===== src/rtl/food_placer_pkg.sv =====
// Shared snake game constants, coordinate type and placer state encoding.
// Used by the food placer, occupancy checker and renderer.
package snake_pkg;

  localparam int COORD_W = 4;

  typedef logic [COORD_W-1:0] coord_t;

  localparam coord_t GRID_MIN = coord_t'(1);
  localparam coord_t GRID_MAX = coord_t'(14);
  localparam logic [3:0] MAX_RETRY = 4'd8;

  typedef enum logic [2:0] {
    ST_IDLE,
    ST_GET_X,
    ST_GET_Y,
    ST_QUERY,
    ST_SCAN,
    ST_FULL
  } placer_st_t;

  function automatic logic in_grid(coord_t c);
    return (c >= GRID_MIN) && (c <= GRID_MAX);
  endfunction

endpackage


===== src/rtl/food_placer_if.sv =====
// Snake-body occupancy query port: req/ack with a hit answer.
// master = asks about a cell, slave = answers.
interface food_placer_if;
  import snake_pkg::*;

  logic   occ_req;
  coord_t occ_x;
  coord_t occ_y;
  logic   occ_ack;
  logic   occ_hit;

  modport master (
    output occ_req, occ_x, occ_y,
    input  occ_ack, occ_hit
  );

  modport slave (
    input  occ_req, occ_x, occ_y,
    output occ_ack, occ_hit
  );

endinterface


===== src/rtl/food_placer_scan_ctr.sv =====
// Row-major grid walker for the fallback scan, x fastest.
// wrap is high while sitting on the last cell (GRID_MAX,GRID_MAX).
module food_scan_ctr
  import snake_pkg::*;
(
  input  logic   clk,
  input  logic   rst,
  input  logic   load,
  input  logic   step,
  output coord_t x,
  output coord_t y,
  output logic   wrap
);

  always_ff @(posedge clk or posedge rst) begin
    if (rst) begin
      x <= GRID_MIN;
      y <= GRID_MIN;
    end else if (load) begin
      x <= GRID_MIN;
      y <= GRID_MIN;
    end else if (step) begin
      if (x == GRID_MAX) begin
        x <= GRID_MIN;
        y <= (y == GRID_MAX) ? GRID_MIN
                             : y + coord_t'(1);
      end else begin
        x <= x + coord_t'(1);
      end
    end
  end

  assign wrap = (x == GRID_MAX) && (y == GRID_MAX);

endmodule


===== src/rtl/food_placer.sv =====
// Snake food placer: random candidates checked for occupancy, scan fallback.
// Define FOOD_AGING_EN to relocate food after AGE_TICKS game ticks.
module food_placer
  import snake_pkg::*;
#(
  parameter int AGE_TICKS = 64
) (
  input  logic   clk,
  input  logic   rst,
  input  coord_t rnd,
  input  logic   spawn_req,
  input  logic   game_tick,
  food_placer_if.master occ,
  output coord_t food_x,
  output coord_t food_y,
  output logic   food_valid,
  output logic   busy,
  output logic   grid_full
);

  placer_st_t state, state_n;
  coord_t     cand_x, cand_y;
  coord_t     scan_x, scan_y;
  logic [3:0] retry;
  logic       pending, req_q, req_n;
  logic       scan_wrap, ack, last_try;
  logic       start, ld_x, ld_y, reject;
  logic       commit, scan_load, scan_step;
  logic       to_full, age_fire;

  food_scan_ctr u_scan (
    .clk  (clk),
    .rst  (rst),
    .load (scan_load),
    .step (scan_step),
    .x    (scan_x),
    .y    (scan_y),
    .wrap (scan_wrap)
  );

  assign ack      = req_q & occ.occ_ack;
  assign last_try = (retry == MAX_RETRY - 4'd1);
  assign busy     = state inside
    {ST_GET_X, ST_GET_Y, ST_QUERY, ST_SCAN};

  assign occ.occ_req = req_q;
  assign occ.occ_x   = (state == ST_SCAN) ? scan_x : cand_x;
  assign occ.occ_y   = (state == ST_SCAN) ? scan_y : cand_y;

  always_comb begin
    state_n   = state;
    start     = 1'b0;
    ld_x      = 1'b0;
    ld_y      = 1'b0;
    reject    = 1'b0;
    commit    = 1'b0;
    scan_load = 1'b0;
    scan_step = 1'b0;
    to_full   = 1'b0;
    unique case (state)
      ST_IDLE: begin
        if (spawn_req || pending) begin
          start   = 1'b1;
          state_n = ST_GET_X;
        end
      end
      ST_GET_X: begin
        ld_x    = 1'b1;
        state_n = ST_GET_Y;
      end
      ST_GET_Y: begin
        ld_y = 1'b1;
        if (!in_grid(cand_x) || !in_grid(rnd)) begin
          reject    = 1'b1;
          scan_load = last_try;
          state_n   = last_try ? ST_SCAN : ST_GET_X;
        end else begin
          state_n = ST_QUERY;
        end
      end
      ST_QUERY: begin
        if (ack && occ.occ_hit) begin
          reject    = 1'b1;
          scan_load = last_try;
          state_n   = last_try ? ST_SCAN : ST_GET_X;
        end else if (ack) begin
          commit  = 1'b1;
          state_n = ST_IDLE;
        end
      end
      ST_SCAN: begin
        if (ack && occ.occ_hit) begin
          to_full   = scan_wrap;
          scan_step = !scan_wrap;
          state_n   = scan_wrap ? ST_FULL : ST_SCAN;
        end else if (ack) begin
          commit  = 1'b1;
          state_n = ST_IDLE;
        end
      end
      ST_FULL: state_n = ST_FULL;
      default: state_n = ST_IDLE;
    endcase
    // one idle cycle between scan queries keeps each request a fresh rise
    req_n = (state_n == ST_QUERY || state_n == ST_SCAN) && !ack;
  end

  always_ff @(posedge clk or posedge rst) begin
    if (rst) begin
      state      <= ST_IDLE;
      req_q      <= 1'b0;
      cand_x     <= GRID_MIN;
      cand_y     <= GRID_MIN;
      retry      <= '0;
      pending    <= 1'b1;
      food_x     <= GRID_MIN;
      food_y     <= GRID_MIN;
      food_valid <= 1'b0;
      grid_full  <= 1'b0;
    end else begin
      state <= state_n;
      req_q <= req_n;
      if (ld_x) cand_x <= rnd;
      if (ld_y) cand_y <= rnd;
      if (reject) retry <= retry + 4'd1;
      else if (commit) retry <= '0;
      if (start) pending <= 1'b0;
      else if ((spawn_req && busy) || age_fire) pending <= 1'b1;
      if (start || to_full) food_valid <= 1'b0;
      else if (commit) food_valid <= 1'b1;
      if (commit) begin
        food_x <= (state == ST_SCAN) ? scan_x : cand_x;
        food_y <= (state == ST_SCAN) ? scan_y : cand_y;
      end
      if (to_full) grid_full <= 1'b1;
    end
  end

`ifdef FOOD_AGING_EN
  localparam int AW = $clog2(AGE_TICKS + 1);
  logic [AW-1:0] age;

  assign age_fire = (state == ST_IDLE) && food_valid && game_tick
                    && (age == AW'(AGE_TICKS - 1));

  always_ff @(posedge clk or posedge rst) begin
    if (rst) age <= '0;
    else if (commit || age_fire) age <= '0;
    else if (state == ST_IDLE && food_valid && game_tick)
      age <= age + AW'(1);
  end
`else
  logic unused_aging;
  assign unused_aging = game_tick | (AGE_TICKS == 0);
  assign age_fire = 1'b0;
`endif

endmodule

===== src/flat_wrapper.sv =====
// flat-port wrapper written by rule: the top's interface ports become plain ports
module food_placer_flat import snake_pkg::*;
#(
  parameter int AGE_TICKS = 64
)
  (clk, rst, rnd, spawn_req, game_tick, food_x, food_y, food_valid, busy, grid_full, occ_occ_req, occ_occ_x, occ_occ_y, occ_occ_ack, occ_occ_hit);
  food_placer_if occ_i ();
  input  logic clk;
  input  logic rst;
  input  coord_t rnd;
  input  logic spawn_req;
  input  logic game_tick;
  output coord_t food_x;
  output coord_t food_y;
  output logic food_valid;
  output logic busy;
  output logic grid_full;
  output wire logic [$bits(occ_i.occ_req)-1:0] occ_occ_req;
  output wire logic [$bits(occ_i.occ_x)-1:0] occ_occ_x;
  output wire logic [$bits(occ_i.occ_y)-1:0] occ_occ_y;
  input wire logic [$bits(occ_i.occ_ack)-1:0] occ_occ_ack;
  input wire logic [$bits(occ_i.occ_hit)-1:0] occ_occ_hit;
  assign occ_occ_req = occ_i.occ_req;
  assign occ_occ_x = occ_i.occ_x;
  assign occ_occ_y = occ_i.occ_y;
  assign occ_i.occ_ack = occ_occ_ack;
  assign occ_i.occ_hit = occ_occ_hit;
  food_placer #(.AGE_TICKS(AGE_TICKS)) u_core (.clk(clk), .rst(rst), .rnd(rnd), .spawn_req(spawn_req), .game_tick(game_tick), .occ(occ_i), .food_x(food_x), .food_y(food_y), .food_valid(food_valid), .busy(busy), .grid_full(grid_full));
endmodule

===== config.mk =====
export PLATFORM = sky130hd
export DESIGN_NAME = food_placer_flat
export DESIGN_NICKNAME = d
export VERILOG_FILES = /design/src/rtl/food_placer_pkg.sv /design/src/rtl/food_placer_if.sv /design/src/rtl/food_placer_scan_ctr.sv /design/src/rtl/food_placer.sv /design/src/flat_wrapper.sv
export SDC_FILE = /design/constraint.sdc
export NUM_CORES = 1
export LEC_CHECK = 0
export CAP_MARGIN = 10
export CORE_MARGIN = 4
export CORE_UTILIZATION = 53
export CTS_BUF_LIST = sky130_fd_sc_hd__clkbuf_16
export CTS_CLUSTER_DIAMETER = 40
export DETAILED_ROUTE_END_ITERATION = 8
export HOLD_SLACK_MARGIN = 0.05
export PLACE_DENSITY = 0.79
export SYNTH_ARGS = -nofsm -noshare
export SYNTH_HDL_FRONTEND = slang
export SYNTH_SLANG_ARGS = --single-unit

===== constraint.sdc =====
create_clock -name clk -period 2.17 [get_ports clk]
set_clock_uncertainty 0.15 [all_clocks]
set_input_delay 0.5425 -clock clk [delete_from_list [all_inputs] [get_ports clk]]
set_output_delay 0.5425 -clock clk [all_outputs]
set_load 0.03 [all_outputs]

==> results of run 1 <==
-- final timing paths --
path | slack (ps) | to | from
worst max-delay path | -90 | occ_occ_x[2] | u_core.state[1]$_DFF_PP0_
worst max register to register | 110 | u_core.food_x[1]$_DFFE_PP0P_ | u_core.state[1]$_DFF_PP0_
worst min register to register | 320 | u_core.grid_full$_DFFE_PP0P_ | u_core.grid_full$_DFFE_PP0P_
max in group asynchronous | 990 | u_core.pending$_DFFE_PP1P_ | rst
worst min-delay path | 320 | u_core.grid_full$_DFFE_PP0P_ | u_core.grid_full$_DFFE_PP0P_
min in group asynchronous | 540 | u_core.food_y[1]$_DFFE_PP0P_ | rst
-- area by class of cell --
| class | instances | area, µm² | share of cell area |
|---|---|---|---|
| Inverter | 5 | 18.77 | 0.006938 |
| Sequential cell | 35 | 884.6 | 0.3270 |
| Timing Repair Buffer | 58 | 536.8 | 0.1984 |
| Clock inverter | 3 | 16.27 | 0.006013 |
| Tap cell | 46 | 57.56 | 0.02128 |
| Clock buffer | 5 | 125.1 | 0.04625 |
| Multi-Input combinational cell | 136 | 1066 | 0.3941 |
-- kinds of logic after synthesis --
logic type / count (synthesis)
compound gates: 28
xor+xnor: 6
fa+ha+maj: 1
buf+inv: 12
flops: 35
mux: 19
simple gates: 81
-- per-layer routing --
layer  routed length, µm  global-route usage
met5                   0                   0
met4                 167              0.1092
met3                 444             0.06076
met2                2849              0.3911
met1                1989              0.2763
-- what timing repair did --
item,4_1_cts,5_1_grt
pin swaps,7,14
resized for setup,69,16
setup endpoints to repair,11,18
gates cloned,0,1
buffers inserted,5,4
-- sequential cells by signal (all words and copies together) (netlist names), 3 cells and up --
name             cells
u_core.retry         4
u_core.u_scan.x      4
u_core.u_scan.y      4
u_core.food_y        4
u_core.cand_x        4
u_core.cand_y        4
u_core.food_x        4
u_core.state         3
-- power by group through the flow --
| stage | logic (mW) | clock network (mW) | registers [mW] |
|---|---|---|---|
| floorplan | 0.930 | 0 | 1.26 |
| global placement | 1.62 | 0 | 1.09 |
| detailed placement | 1.67 | 0 | 1.12 |
| CTS | 1.81 | 0.697 | 1.09 |
| global route | 2.07 | 0.719 | 1.14 |
| finish | 1.96 | 0.685 | 1.12 |
-- cells in the final DEF, fill, tap and decap left out, types with 3 or more instances in the layout --
cell type,Yosys,final
nor2_1,12,11
clkbuf_16,0,5
buf_4,1,27
nand3_1,4,4
a21oi_1,3,3
nand3b_1,6,6
buf_6,4,11
mux2_2,16,16
nand2_1,30,15
dfstp_2,7,7
dfrtp_1,28,28
nand2_2,2,9
clkdlybuf4s50_1,0,16
nand4_1,3,3
o21ai_0,12,11
nand2_4,0,8
and3_1,3,3
inv_1,5,6
xor2_1,5,5
mux2i_1,3,3
-- stage by stage --
| step | hold WS [ps] | setup WS [ps] | instances |
|---|---|---|---|
| final | 317.9 | -85.58 | 288 |
| after CTS | 324.6 | -100.2 | 283 |
| after global placement | 302.1 | -292.3 | 270 |
| after floorplan | 330.6 | 157.4 | 182 |
| after global routing | 343.9 | -121.2 | 288 |
| after detailed placement | 313.2 | -347.4 | 270 |
==> impl_metrics.tcl, run 1 <==
set metrics [dict create \
    dp_hpwl_mm 3.261 \
    die_h_um 67.98 \
    grt_pass1_vias 1650 \
    cp.buffers_inverters 2 \
    drv_cap 0 \
    synth_top_area_frac 0.3675 \
    cp_top_family "simple AND/OR/NAND/NOR gates" \
    crit_required_ps 1480 \
    yosys.area_share.xor_xnor 0.02756 \
    path_cells "or3b_4 -> buf_6 -> o21ai_4 -> buf_6" \
    yosysWarnings 0 \
    antenna_found_initial 0 \
    synth.area.mux_share 0.1102 \
    numCtsBuffers 5 \
    yosysSeqAreaShare 0.4639 \
    cts_root_buffer "clkbuf_16" \
    yosys.cell_types.count 48 \
    outcome "finished with violations" \
    grt_use_total 0.2327 \
    final_core_util 0.7919 \
    p_seq_frac 0.297 \
    hp-class "flop to flop" \
    p_int_mw 2.214 \
    period_share 1.039 \
    critPathKind "flop to primary output" \
    drive_gt1_frac 0.4298 \
    dr.pass1.iters 5 \
    yosys.area.top_type "dfrtp_1" \
    synth.avg_cell_area_um2 10.48 \
    finalMaxSlewViolations 0 \
    finalHoldViolCount 0 \
    slew_headroom 0.6449 \
    syn_inst 182 \
    grt_max_degree 36 \
    nets 252 \
    setup_ws_ps -85.58 \
    finalSetupViolations 8 \
    synth_edf_count 0 \
    viasPerCell 5.920 \
    drt-total-wl_mm 5.451 \
    die_area_um2 4621 \
    core_um2 3416 \
    area.growth.synth_to_final_pct 41.86 \
    ctsLongestPathBuffers 2 \
    worst_slew_pin_slew_ps 530.7 \
    synth_top_family_by_area "simple AND/OR/NAND/NOR gates" \
    cts_num_sinks 35 \
    holdPathStages 1 \
    ys.flop_type "dfrtp_1" \
    wl_per_cell_um 18.93 \
    hold_buffers 0 \
    synth_most_common_cell "nand2_1" \
    critical_path.most_common_cell "buf_6" \
    clk_pin_slew_ps 50 \
    die_x_um 67.98 \
    grt_first_pass_wirelength_mm 7.810 \
    max_freq_mhz 443.3 \
    crit_fanout 8 \
    clock_latency_ps 280 \
    fin_area_um2 2705 \
    yosys-top-cells-count "30 x nand2_1, 28 x dfrtp_1, 16 x mux2_2, 12 x nor2_1, 12 x o21ai_0" \
    p_comb_frac 0.521 \
    ys_seq_elements 35 \
    num_vias 1705 \
    peakVddDrop_uv 989.3 \
    period_needed_ps 2256 \
    worstPathArrival_ps 1560 \
    finalPower_mw 3.758 \
    ios 30 \
    rr_worst_depth 8 \
    fin_tns_setup_ps -339.5 \
    critPathLaunchType "flop" \
    placed_cell_area_um2 2351 \
    crit_cells 4 \
    drt_iter0_drc 126 \
    endpoint_kind "primary output" \
    fill_cells 206 \
    synth.top_cells.by_area "dfrtp_1 37%, dfstp_2 9.6%, mux2_2 9.4%" \
    power_density_nw_per_um2 1389 \
    synthAdderAreaFrac 0.006562 \
    syn_area_um2 1907 \
    initial_core_util 0.5582 \
    drtAntennaViolNets 0 \
    p_clk_frac 0.182 \
    switchingPower_mw 1.544 \
    rsz0062_at_grt "true" \
    synth_compound_area_frac 0.1043 \
    swShare 0.4108 \
    insertedDiodeCount 0 \
    violations "negative setup slack" \
    syn-num-nets 193 \
    cp_slowest_cell "or3b_4" \
    port_buffers 28 \
    leakage_nw 1.263 \
    synthArstFlopShare 1.000 \
    synth-simple-area-share 0.2448 \
    rows 21 \
    routabilityCongestion 0.8825 \
    cts_tree "yes" \
    slowest_delay_ps 470 \
    drc 0 \
    cts_htree_levels 2 \
    grt-ovfl-total 0 \
]
Power figures use the tool's default switching activity.
==> run 2: changes to the inputs <==
--- a/config.mk
+++ b/config.mk
@@ -7,12 +7,12 @@
 export LEC_CHECK = 0
 export CAP_MARGIN = 10
 export CORE_MARGIN = 4
-export CORE_UTILIZATION = 53
+export CORE_UTILIZATION = 55
 export CTS_BUF_LIST = sky130_fd_sc_hd__clkbuf_16
 export CTS_CLUSTER_DIAMETER = 40
 export DETAILED_ROUTE_END_ITERATION = 8
 export HOLD_SLACK_MARGIN = 0.05
-export PLACE_DENSITY = 0.79
+export PLACE_DENSITY = 0.81
 export SYNTH_ARGS = -nofsm -noshare
 export SYNTH_HDL_FRONTEND = slang
 export SYNTH_SLANG_ARGS = --single-unit
==> constraint.sdc (replaced) <==
create_clock -name clk -period 2.83 [get_ports clk]
set_clock_uncertainty 0.15 [all_clocks]
set_input_delay 0.7075 -clock clk [delete_from_list [all_inputs] [get_ports clk]]
set_output_delay 0.7075 -clock clk [all_outputs]
set_load 0.03 [all_outputs]
==> run 2 against run 1 <==
Net effect: the flow now finishes without violations; cell count shrank 8.0%; critical path depth is the same; flip-flop and latch count is the same; largest cell class unchanged; largest power group unchanged.
==> impl_metrics.tcl, run 2 (same netlist as run 1, synthesis figures left out) <==
set metrics [dict create \
    port_buffers 28 \
    finalPower_mw 2.775 \
    cts_num_sinks 35 \
    power_density_nw_per_um2 1144 \
    endpoint_kind "primary output" \
    area.growth.synth_to_final_pct 27.23 \
    critPathKind "flop to primary output" \
    dr.pass1.iters 4 \
    clk_pin_slew_ps 50 \
    slowest_delay_ps 700 \
    viasPerCell 5.747 \
    crit_required_ps 1970 \
    fin_hold_ws_ps 327.2 \
    period_needed_ps 2743 \
    grt_max_degree 36 \
    holdPathStages 1 \
    wl_per_cell_um 16.66 \
    finalSetupViolations 0 \
    place_inst 256 \
    critPathLaunchType "flop" \
    slew_headroom 0.6006 \
    max_freq_mhz 364.5 \
    hold_buffers 0 \
    numCtsBuffers 5 \
    ios 30 \
    nets 229 \
    leakage_nw 1.085 \
    drv_cap 0 \
    outcome "finished, final reports clean" \
    grt_pass1_vias 1550 \
    cts_htree_levels 2 \
    cp_slowest_cell "clkdlybuf4s50_1" \
    clock_latency_ps 280 \
    grt-ovfl-total 0 \
    cts_root_buffer "clkbuf_16" \
    grt_first_pass_wirelength_mm 7.389 \
    fin_cells 265 \
    core_um2 3337 \
    finalHoldViolCount 0 \
    path_cells "buf_4 -> nor2_1 -> xnor2_1 -> clkdlybuf4s50_1" \
    initial_core_util 0.5714 \
    finalMaxSlewViolations 0 \
    drc 0 \
    ctsLongestPathBuffers 2 \
    die_h_um 66.88 \
    die_area_um2 4473 \
    num_vias 1523 \
    peakVddDrop_uv 705.8 \
    drtAntennaViolNets 0 \
    dp_hpwl_mm 3.147 \
    grt_use_total 0.2241 \
    final_cell_mix "30 x nand2_1, 28 x dfrtp_1, 20 x clkdlybuf4s50_1, 16 x mux2_2" \
    rsz0062_at_grt "false" \
    worst_slew_pin_slew_ps 597.7 \
    drt_iter0_drc 100 \
    drive_gt1_frac 0.2466 \
    drt-total-wl_mm 4.414 \
    antenna_found_initial 0 \
    crit_fanout 6 \
    rows 21 \
    routabilityCongestion 0.8154 \
    cp_top_family "buffers and inverters" \
    cp.buffers_inverters 2 \
    die_x_um 66.88 \
    insertedDiodeCount 0 \
    crit_cells 4 \
    worstPathArrival_ps 1890 \
    cts_tree "yes" \
    hp-class "flop to flop" \
    fin_tns_setup_ps 0 \
    rr_worst_depth 6 \
    period_share 0.9694 \
    final_common_cell "nand2_1" \
]
run 2: path summary, 6_finish.rpt:
kind / from / slack, ps / end
min in group asynchronous: rst / 690 / u_core.food_y[2]$_DFFE_PP0P_
worst min register to register: u_core.grid_full$_DFFE_PP0P_ / 330 / u_core.grid_full$_DFFE_PP0P_
worst min-delay path: u_core.grid_full$_DFFE_PP0P_ / 330 / u_core.grid_full$_DFFE_PP0P_
worst max-delay path: u_core.state[1]$_DFF_PP0_ / 90 / busy
worst max register to register: u_core.state[0]$_DFF_PP0_ / 840 / u_core.food_x[3]$_DFFE_PP0P_
max in group asynchronous: rst / 1500 / u_core.pending$_DFFE_PP1P_
run 2: what timing repair did:
item / in CTS / in global routing
endpoints found under the hold margin: 0 / 0
setup buffers: 1 / 0
resized for setup: 7 / 1
endpoints found under the setup margin: 8 / 1
pin swaps: 1 / 0
run 2: final cells by class:
cell class	count	area, µm²
clock buffer	5	125.1
clock inverter	3	63.81
fill	247	910.9
inverter	5	18.77
multi-input combinational	135	943.4
sequential	35	884.6
tap	46	57.56
timing repair buffer	36	332.8
run 2: where the power goes:
group / switching [mW] / internal [mW]
Sequential: 0.160 / 0.714
Clock: 0.193 / 0.501
Combinational: 0.696 / 0.513
run 2: per-layer routing:
layer / GRT usage / vias to the layer above / wire, µm
met5: 0 / - / 0
met2: 0.3750 / 52 / 2363
met1: 0.2710 / 753 / 1763
met3: 0.06577 / 9 / 225
met4: 0.08354 / 0 / 62
li1: - / 709 / -
run 2: through the flow:
stage / setup WS (ps) / utilization / cell area [µm²]
2_1_floorplan: 239.5 / - / 1907
3_3_place_gp: 175.0 / 0.6689 / 2232
3_5_place_dp: 144.3 / 0.6689 / 2232
4_1_cts: 1.078 / 0.7263 / 2424
5_1_grt: 7.260 / 0.7270 / 2426
6_report: 86.61 / 0.7270 / 2426
run 2: worst register-to-register path: stages (launching register included):
cell and delay [ps]:
dfrtp_1 440, nor3b_4 370, buf_4 200, nor2_2 50, nor3_4 90, buf_4 220, mux2_2 350
